===== src/rtl/jtag_tap_ctrl_pkg.sv =====
// jtag_pkg: shared definitions for the TAP controller and the debug module.
//   tap_state_e      - fixed 4-bit encoding of the 16 TAP states
//   READ_MEM..BYPASS - instruction opcodes
//   IR_CAPTURE_VALUE - pattern loaded into the IR shifter in CAPTURE_IR
//   tap_next()       - TAP next-state function on {state, tms}
package jtag_pkg;

  typedef enum logic [3:0] {
    TLR        = 4'h0,
    RTI        = 4'h1,
    SHIFT_DR   = 4'h2,
    SEL_DR     = 4'h3,
    CAPTURE_DR = 4'h4,
    UPDATE_DR  = 4'h5,
    EXIT1_DR   = 4'h6,
    PAUSE_DR   = 4'h7,
    EXIT2_DR   = 4'h8,
    SEL_IR     = 4'h9,
    CAPTURE_IR = 4'hA,
    SHIFT_IR   = 4'hB,
    EXIT1_IR   = 4'hC,
    PAUSE_IR   = 4'hD,
    EXIT2_IR   = 4'hE,
    UPDATE_IR  = 4'hF
  } tap_state_e;

  localparam logic [3:0] READ_MEM         = 4'h1;
  localparam logic [3:0] WRITE_MEM        = 4'h2;
  localparam logic [3:0] SET_ADDR         = 4'h3;
  localparam logic [3:0] BYPASS           = 4'hF;
  localparam logic [3:0] IR_CAPTURE_VALUE = 4'b0001;

  // Only transitions that leave the current state are listed; every other
  // {state, tms} combination holds (e.g. TLR with tms=1, SHIFT with tms=0).
  function automatic tap_state_e tap_next(input tap_state_e s, input logic tms);
    tap_state_e n;
    n = s;
    case ({s, tms})
      {TLR,        1'b0}: n = RTI;
      {RTI,        1'b1}: n = SEL_DR;
      {SEL_DR,     1'b0}: n = CAPTURE_DR;
      {SEL_DR,     1'b1}: n = SEL_IR;
      {SEL_IR,     1'b0}: n = CAPTURE_IR;
      {SEL_IR,     1'b1}: n = TLR;
      {CAPTURE_DR, 1'b0}: n = SHIFT_DR;
      {CAPTURE_DR, 1'b1}: n = EXIT1_DR;
      {CAPTURE_IR, 1'b0}: n = SHIFT_IR;
      {CAPTURE_IR, 1'b1}: n = EXIT1_IR;
      {SHIFT_DR,   1'b1}: n = EXIT1_DR;
      {SHIFT_IR,   1'b1}: n = EXIT1_IR;
      {EXIT1_DR,   1'b0}: n = PAUSE_DR;
      {EXIT1_DR,   1'b1}: n = UPDATE_DR;
      {EXIT1_IR,   1'b0}: n = PAUSE_IR;
      {EXIT1_IR,   1'b1}: n = UPDATE_IR;
      {PAUSE_DR,   1'b1}: n = EXIT2_DR;
      {PAUSE_IR,   1'b1}: n = EXIT2_IR;
      {EXIT2_DR,   1'b0}: n = SHIFT_DR;
      {EXIT2_DR,   1'b1}: n = UPDATE_DR;
      {EXIT2_IR,   1'b0}: n = SHIFT_IR;
      {EXIT2_IR,   1'b1}: n = UPDATE_IR;
      {UPDATE_DR,  1'b0}: n = RTI;
      {UPDATE_DR,  1'b1}: n = SEL_DR;
      {UPDATE_IR,  1'b0}: n = RTI;
      {UPDATE_IR,  1'b1}: n = SEL_DR;
      default:            n = s;
    endcase
    return n;
  endfunction

endpackage


===== src/rtl/jtag_tap_ctrl_if.sv =====
// jtag_tap_ctrl_if: link between the TAP controller and the debug module.
//   jtag_state  - encoded TAP state (jtag_pkg::tap_state_e values)
//   tck_rise    - one-clk strobe per synchronized TCK rise
//   tdi_sync    - TDI as sampled at the last TCK rise
//   instruction - current (updated) instruction
//   tdo_dbg     - debug module serial data for non-BYPASS DR scans
// Modports: master = TAP controller, slave = debug module.
interface jtag_tap_ctrl_if #(
  parameter int IR_WIDTH = 4
);
  logic [3:0]          jtag_state;
  logic                tck_rise;
  logic                tdi_sync;
  logic [IR_WIDTH-1:0] instruction;
  logic                tdo_dbg;

  modport master (
    output jtag_state, tck_rise, tdi_sync, instruction,
    input  tdo_dbg
  );

  modport slave (
    input  jtag_state, tck_rise, tdi_sync, instruction,
    output tdo_dbg
  );
endinterface


===== src/rtl/jtag_sync_edge.sv =====
// jtag_sync_edge: SYNC_STAGES-deep synchronizer for a bundle of asynchronous
// pins, with rise/fall detection on bit 0 (the pin used as a clock).
//   clk, reset - system clock, asynchronous active-high reset
//   d          - raw asynchronous pins
//   q          - synchronized pins (last synchronizer stage)
//   rise, fall - combinational single-cycle edge flags for q[0]
module jtag_sync_edge #(
  parameter int SYNC_STAGES = 2,
  parameter int WIDTH       = 1
) (
  input  logic             clk,
  input  logic             reset,
  input  logic [WIDTH-1:0] d,
  output logic [WIDTH-1:0] q,
  output logic             rise,
  output logic             fall
);

  logic [WIDTH-1:0] stage [SYNC_STAGES];
  logic             prev;

  // NOTE: non-blocking assignments make each stage take the previous stage's
  // old value, so the chain really is SYNC_STAGES flops deep.
  always_ff @(posedge clk or posedge reset) begin
    if (reset) begin
      // NOTE: this array is a flop chain, not a RAM, so resetting it is cheap
      // and keeps the edge detector from seeing a spurious edge after reset.
      for (int i = 0; i < SYNC_STAGES; i++) stage[i] <= '0;
      prev <= 1'b0;
    end else begin
      stage[0] <= d;
      for (int i = 1; i < SYNC_STAGES; i++) stage[i] <= stage[i-1];
      prev <= stage[SYNC_STAGES-1][0];
    end
  end

  assign q    = stage[SYNC_STAGES-1];
  assign rise =  q[0] & ~prev;
  assign fall = ~q[0] &  prev;

endmodule


===== src/rtl/jtag_tap_ctrl.sv =====
// jtag_tap_ctrl: IEEE 1149.1-style TAP controller, oversampled in clk.
//   clk, reset     - system clock, asynchronous active-high reset
//   tck, tms, tdi  - asynchronous JTAG pins
//   tdo            - JTAG TDO pin, registered on the synchronized TCK fall
//   dbg            - debug-module link (state, strobe, tdi, instruction, tdo_dbg)
// Owns the instruction register and the BYPASS bit; all other data registers
// live in the debug module, which qualifies its actions with tck_rise.
module jtag_tap_ctrl
  import jtag_pkg::*;
#(
  parameter int                  SYNC_STAGES = 2,
  parameter int                  IR_WIDTH    = 4,
  parameter logic [IR_WIDTH-1:0] IR_BYPASS   = BYPASS,
  parameter logic [IR_WIDTH-1:0] IR_CAPTURE  = IR_CAPTURE_VALUE
) (
  input  logic             clk,
  input  logic             reset,
  input  logic             tck,
  input  logic             tms,
  input  logic             tdi,
  output logic             tdo,
  jtag_tap_ctrl_if.master  dbg
);

  logic [2:0]          pins_q;
  logic                tck_rise_c;
  logic                tck_fall_c;
  logic                tms_s;
  logic                tdi_s;
  tap_state_e          state_q;
  tap_state_e          state_d;
  logic                tck_rise_q;
  logic                tdi_sync_q;
  logic [IR_WIDTH-1:0] ir_shift;
  logic [IR_WIDTH-1:0] instruction;
  logic                byp;
  logic                is_bypass;

  // All three pins share one synchronizer so tms/tdi are aligned with the
  // detected TCK edge; bit 0 carries tck.
  jtag_sync_edge #(
    .SYNC_STAGES (SYNC_STAGES),
    .WIDTH       (3)
  ) u_sync (
    .clk  (clk),
    .reset(reset),
    .d    ({tdi, tms, tck}),
    .q    (pins_q),
    .rise (tck_rise_c),
    .fall (tck_fall_c)
  );

  assign tms_s     = pins_q[1];
  assign tdi_s     = pins_q[2];
  assign is_bypass = (instruction == IR_BYPASS);

  // NOTE: state_d gets a value on every path, so no latch is inferred.
  always_comb begin
    state_d = state_q;
    if (tck_rise_c) state_d = tap_next(state_q, tms_s);
  end

  always_ff @(posedge clk or posedge reset) begin
    if (reset) begin
      state_q    <= TLR;
      tck_rise_q <= 1'b0;
      tdi_sync_q <= 1'b0;
    end else begin
      state_q    <= state_d;
      tck_rise_q <= tck_rise_c;
      if (tck_rise_c) tdi_sync_q <= tdi_s;
    end
  end

  // Shift actions on the rise use the state before the transition; update and
  // TDO actions on the fall use the state entered at the preceding rise.
  always_ff @(posedge clk or posedge reset) begin
    if (reset) begin
      ir_shift    <= '0;
      instruction <= IR_BYPASS;
      byp         <= 1'b0;
      tdo         <= 1'b0;
    end else if (tck_rise_c) begin
      case (state_q)
        CAPTURE_IR: ir_shift <= IR_CAPTURE;
        SHIFT_IR:   ir_shift <= {tdi_s, ir_shift[IR_WIDTH-1:1]};
        CAPTURE_DR: if (is_bypass) byp <= 1'b0;
        SHIFT_DR:   if (is_bypass) byp <= tdi_s;
        default: ;
      endcase
    end else if (tck_fall_c) begin
      case (state_q)
        UPDATE_IR: instruction <= ir_shift;
        TLR:       instruction <= IR_BYPASS;
        SHIFT_IR:  tdo         <= ir_shift[0];
        SHIFT_DR:  tdo         <= is_bypass ? byp : dbg.tdo_dbg;
        default: ;
      endcase
    end
  end

  assign dbg.jtag_state  = state_q;
  assign dbg.tck_rise    = tck_rise_q;
  assign dbg.tdi_sync    = tdi_sync_q;
  assign dbg.instruction = instruction;

endmodule

===== src/flat_wrapper.sv =====
// flat-port wrapper written by rule: the top's interface ports become plain ports
module jtag_tap_ctrl_flat import jtag_pkg::*;
#(
  parameter int                  SYNC_STAGES = 2,
  parameter int                  IR_WIDTH    = 4,
  parameter logic [IR_WIDTH-1:0] IR_BYPASS   = BYPASS,
  parameter logic [IR_WIDTH-1:0] IR_CAPTURE  = IR_CAPTURE_VALUE
)
  (clk, reset, tck, tms, tdi, tdo, dbg_jtag_state, dbg_tck_rise, dbg_tdi_sync, dbg_instruction, dbg_tdo_dbg);
  jtag_tap_ctrl_if #(.IR_WIDTH(IR_WIDTH)) dbg_i ();
  input  logic clk;
  input  logic reset;
  input  logic tck;
  input  logic tms;
  input  logic tdi;
  output logic tdo;
  output wire logic [$bits(dbg_i.jtag_state)-1:0] dbg_jtag_state;
  output wire logic [$bits(dbg_i.tck_rise)-1:0] dbg_tck_rise;
  output wire logic [$bits(dbg_i.tdi_sync)-1:0] dbg_tdi_sync;
  output wire logic [$bits(dbg_i.instruction)-1:0] dbg_instruction;
  input wire logic [$bits(dbg_i.tdo_dbg)-1:0] dbg_tdo_dbg;
  assign dbg_jtag_state = dbg_i.jtag_state;
  assign dbg_tck_rise = dbg_i.tck_rise;
  assign dbg_tdi_sync = dbg_i.tdi_sync;
  assign dbg_instruction = dbg_i.instruction;
  assign dbg_i.tdo_dbg = dbg_tdo_dbg;
  jtag_tap_ctrl #(.SYNC_STAGES(SYNC_STAGES), .IR_WIDTH(IR_WIDTH), .IR_BYPASS(IR_BYPASS), .IR_CAPTURE(IR_CAPTURE)) u_core (.clk(clk), .reset(reset), .tck(tck), .tms(tms), .tdi(tdi), .tdo(tdo), .dbg(dbg_i));
endmodule

===== config.mk =====
export PLATFORM = sky130hd
export DESIGN_NAME = jtag_tap_ctrl_flat
export DESIGN_NICKNAME = d
export VERILOG_FILES = /design/src/rtl/jtag_tap_ctrl_pkg.sv /design/src/rtl/jtag_tap_ctrl_if.sv /design/src/rtl/jtag_sync_edge.sv /design/src/rtl/jtag_tap_ctrl.sv /design/src/flat_wrapper.sv
export SDC_FILE = /design/constraint.sdc
export NUM_CORES = 1
export LEC_CHECK = 0
export ABC_CLOCK_PERIOD_IN_PS = 1600
export CELL_PAD_IN_SITES_DETAIL_PLACEMENT = 1
export CELL_PAD_IN_SITES_GLOBAL_PLACEMENT = 1
export CORE_MARGIN = 1.5
export CORE_UTILIZATION = 36
export CTS_CLUSTER_DIAMETER = 200
export CTS_CLUSTER_SIZE = 16
export DETAILED_ROUTE_END_ITERATION = 7
export PLACE_DENSITY_LB_ADDON = 0.1
export SETUP_SLACK_MARGIN = 0.05
export SLEW_MARGIN = 0
export SYNTH_ARGS = -nofsm -noshare
export SYNTH_HDL_FRONTEND = slang
export SYNTH_HIERARCHICAL = 1
export SYNTH_SLANG_ARGS = --single-unit

===== constraint.sdc =====
create_clock -name clk -period 1.6 [get_ports clk]
set_input_delay 0.4 -clock clk [delete_from_list [all_inputs] [get_ports clk]]
set_output_delay 0.4 -clock clk [all_outputs]
set_load 0.05 [all_outputs]

; Word level (Yosys, flattened, before mapping)
; Cells that the tools add are included.
[word_totals]
regBits = 23
inputBits = 6
output_inout_bits = 11
wordCells = 76
[op_classes]
eq_ne = 33
mux = 8
bitwise = 5
reduce_logical = 20
[op_table]
columns = cell, count
row1 = $eq 5x5->1 const B, 14
row2 = $pmux 4 s16, 1
row3 = $eq 5x4->1 const B, 7
row4 = $eq 4x4->1 const B, 4
row5 = $pmux 4 s2, 2
row6 = $reduce_bool 16->1, 1
row7 = $eq 5x3->1 const B, 3
row8 = $reduce_or 2->1, 6
row9 = $reduce_bool 2->1, 4
row10 = $reduce_and 3->1, 2
row11 = $reduce_or 3->1, 2
row12 = $eq 5x2->1 const B, 1
row13 = $logic_not 5->1, 1
row14 = $eq 4x2->1 const B, 1
row15 = $eq 4x3->1 const B, 1
row16 = $logic_not 4->1, 1
row17 = $ne 2x1->1 const B, 2
row18 = $pmux 1 s2, 2
row19 = $reduce_and 2->1, 2
row20 = $reduce_and 4->1, 1
row21 = $mux 1, 3
row22 = $not 1->1, 3
row23 = $and 1x1->1, 2

; Depth between registers and ports, before layout
[logic_depth]
depth_word = 4
mapped_depth = 6
depth_no_buf = 5

; Modules after synthesis
; Netlist, hierarchy kept.
[by_module_without_submodules]
columns = mod, instances, cells_per_inst, area_per_inst_um2, seq_area_each_um2
row1 = jtag_tap_ctrl, 1, 112, 967.2, 405.4
row2 = jtag_sync_edge, 1, 13, 216.5, 175.2

; Worst setup path after synthesis
; Ideal clock, no wire load.
[synth_timing]
path_type = register to register
start = reg u_core.state_q[3] (netlist: u_core/dbg.jtag_state[3])
end = reg u_core.tdo
setup_ns = 0.128
arrival_time_ns = 1.728
required_ns = 1.472
setup_slack_ns = -0.256
stages_incl_launch_ff = 5
n_path_buf = 1
synth_period_minus_slack_ns = 1.856
cell_sequence = dfrtp_1 > buf_4 > nor2b_1 > or4b_1 > mux2_1
[synth_between]
elab_chain_cells = 3
elab_cells_between_ends = 5
classes_between = 2 x eq/ne / 1 x mux / 2 x reduce/logical
[synth_rtl]
columns = item, line_no
row1 = start: declaration, jtag_tap_ctrl.sv:30  ; tap_state_e state_q;
row2 = start signal: assignment, jtag_tap_ctrl.sv:69  ; state_q <= state_d;
row3 = $eq 4x4->1 or $eq 4x2->1 (tied branches), jtag_tap_ctrl.sv:92  ; case (state_q)
row4 = $reduce_bool 2->1 (no source line), -
row5 = $reduce_and 3->1 (no source line), -
row6 = end signal: assignment, jtag_tap_ctrl.sv:95  ; SHIFT_IR: tdo <= ir_shift[0];
row7 = end signal: assignment, jtag_tap_ctrl.sv:96  ; SHIFT_DR: tdo <= is_bypass ? byp : dbg.tdo_dbg;
row8 = end: declaration, jtag_tap_ctrl.sv:21  ; output logic tdo,
; Several ways; a longest one is shown, not always the timed one.
; A chain may end at the register's enable or synchronous reset.

; Worst setup path in the final report
[layout_timing]
start = reg u_core.u_sync.stage, in the netlist u_core/u_sync/q[0]
end = reg u_core.tdo
[layout_between]
elab_chain_cells = 3
elab_cells_between_ends = 5
classes_between = 4 x bitwise / 1 x reduce/logical
[layout_rtl]
columns = item, line_no
row1 = start: declaration, jtag_sync_edge.sv:19  ; logic [WIDTH-1:0] stage [SYNC_STAGES];
row2 = $not 1->1, jtag_sync_edge.sv:39  ; assign fall = ~q[0] & prev;
row3 = $and 1x1->1, jtag_sync_edge.sv:39
row4 = net u_core.tck_fall_c, jtag_tap_ctrl.sv:27  ; logic tck_fall_c;
row5 = $reduce_and 3->1 (no source line), -
; The timed path passes the listed nets, and every way through them passes these cells.

==> impl_metrics.tcl <==
set metrics [dict create \
    status "finished clean" \
    register_area_um2 586 \
    synth_nets 130 \
    finalCritPeriodShare_pct 100 \
    num_antenna_cells 0 \
    endpoint_kind "flip-flop" \
    drv_slew 0 \
    rr_startpoint "u_core/u_sync/q[0]" \
    die_h_um 60.2 \
    dieArea_um2 3620 \
    finalHoldViolCount 0 \
    holdWs_ns 0.319 \
    dp_hpwl_um 1990 \
    fin_crit_ns 1.60 \
    wire_per_inst_um 14.5 \
    worstMarginPinSlew_ns 0.330 \
    clkPwrFrac_pct 7.6 \
    synth_area_per_cell_um2 9.48 \
    cts_sinks 23 \
    fillCellCount 362 \
    clk_path_buf_depth 2 \
    fmax_ghz 0.625 \
    power_frac_seq_pct 28.1 \
    drive_above_1_share_pct 39.9 \
    ir_drop_mv 0.752 \
    clk_pin_slew_ns 0.12 \
    die_w_um 60.2 \
    cts_tree "yes" \
    p_switching_w 0.00148 \
    powerDensity_nw_per_um2 2020 \
    critPathMaxFanout 3 \
    crit_arrival_ns 1.81 \
    vias_per_cell 5.18 \
    drc 0 \
    cts-buffers-inserted 3 \
    syn_inst 124 \
    rows 20 \
    antenna_found_initial 0 \
    worstHoldPathType "in -> async" \
    critPathLaunchType "flip-flop" \
    portBuffers 16 \
    p_sw_share_pct 42.5 \
    critical_path_class "reg -> reg" \
    gr-total-overflow 0 \
    initial_core_util_pct 38.2 \
    grt_pass1_vias 1029 \
    worst_clock_skew_ns 0.00580 \
    clkLatencyLatePin_ns 0.31 \
    coreArea_um2 3080 \
    crit_path_cell_trace "and2b_2, nand2b_4, or4b_4, mux2_4" \
    fin_setup_tns_ns 0 \
    slowest_delay_ns 0.48 \
    grt_pass1_wl_um 4680 \
    wl_um 2920 \
    cp.required_ns 1.81 \
    clockRootBuffer "clkbuf_4" \
    finalNetCount 165 \
    rsz0062_at_grt "yes" \
    postRouteAntennaNets 0 \
    syn_area_um2 1180 \
    utilization_pct 56.3 \
    multi_input_area_um2 546 \
    timing.rr.end "u_core/tdo" \
    maxCapViolCount 0 \
    setup_violations 0 \
    io_pins 17 \
    grt_max_degree 21 \
    drt_first_pass_iters 4 \
    ff2ff_setup_slack_ns 0.0008 \
    ff2ff_path_depth 4 \
    cts_hold_buf 0 \
    place.gp.congestion 0.727 \
    gr-usage-all-layers_pct 17.4 \
    via_count 1047 \
    drt_iter0_markers 30 \
    crit_slowest_cell "or4b_4" \
    comb_power_share_pct 64.3 \
    htree_levels 1 \
    max_slew_margin_pct 78.0 \
    p_leak_nw 0.745 \
    yosysWarnings 6 \
    syn_to_final_growth_pct 47.2 \
    internal_power_w 0.00201 \
]
[state kept, by name, indices dropped and copies added (netlist names), 3 cells and up]
signal,flops
u_core/ir_shift,4
u_core/u_sync/q,3
u_core/dbg.instruction,4
u_core/dbg.jtag_state,4
u_core/u_sync/stage,3
[worst max-delay path, delay by kind of cell (launching register included)]
kind | cells | cell delay, ns
and+or+nand+nor | 3 | 0.78
muxes | 1 | 0.31
DFF | 1 | 0.41
[cell usage in the layout (no fill, tap or decap), types with 2 or more instances in the layout]
cell and instances:
buf_6 5, dfrtp_1 15, dfrtp_2 4, nand2_1 12, buf_12 12, clkdlybuf4s50_1 5
nand4_1 4, buf_4 21, clkbuf_4 3, o21ai_0 10, nor4_1 2, dfstp_2 4
nand3_1 5, a21oi_1 10, inv_1 3, nor2b_1 2, nor2_1 9, nand2b_1 2
[power by group through the flow]
stage	sequential [W]	clock, W	combinational [W]
after floorplan	0.00133	0	0.000789
after global placement	0.000970	0	0.00195
after detailed placement	0.000984	0	0.00199
after CTS	0.000970	0.000281	0.00209
after global routing	0.00101	0.000300	0.00239
final	0.000984	0.000265	0.00225
[area by class of cell]
cell class                 count  share of cell area [%]
timing repair buffer          43                    29.1
multi-input combinational     84                    31.5
sequential                    23                    33.8
inverter                       4                   0.867
clock buffer                   4                    1.52
tap                           44                    3.18
[metal layers]
layer	GRT usage, %	share of wire [%]	wire length (um)	vias up
li1	-	-	-	503
met1	23.1	47	1360	526
met2	28.3	50	1460	16
met3	3.25	2.9	84	2
met4	6.03	0.65	19	0
met5	0	0	0	-
[worst max path at each step]
stage,from,to,slack [ns],depth (start not counted)
final,u_core/u_sync/q[0],u_core/tdo,0.0008,4
after global routing,u_core/u_sync/q[0],u_core/tdo,-0.02,4
after CTS,u_core/u_sync/q[0],u_core/tdo,0.01,4
after detailed placement,u_core/u_sync/q[0],u_core/tdo,-0.03,4
after global placement,u_core/u_sync/q[0],u_core/tdo,0.03,4
after floorplan,u_core/dbg.jtag_state[3],u_core/tdo,-0.08,4
[per-stage QoR]
| step | instances | cell area, um^2 | total power, W | setup WS, ns |
|---|---|---|---|---|
| 4_1_cts | 197 | 1650 | 0.00334 | 0.00988 |
| 2_1_floorplan | 124 | 1190 | 0.00211 | -0.0808 |
| 3_5_place_dp | 190 | 1570 | 0.00297 | -0.0336 |
| 3_3_place_gp | 190 | 1570 | 0.00292 | 0.0271 |
| 6_report | 202 | 1730 | 0.00349 | 0.000790 |
| 5_1_grt | 202 | 1730 | 0.00370 | -0.0249 |
[timing repair]
action | CTS | global route
setup buffers | 3 | 5
pin swaps | 2 | 2
setup endpoints to repair | 5 | 14
resized for setup | 6 | 13
Power figures use the tool's default switching activity.
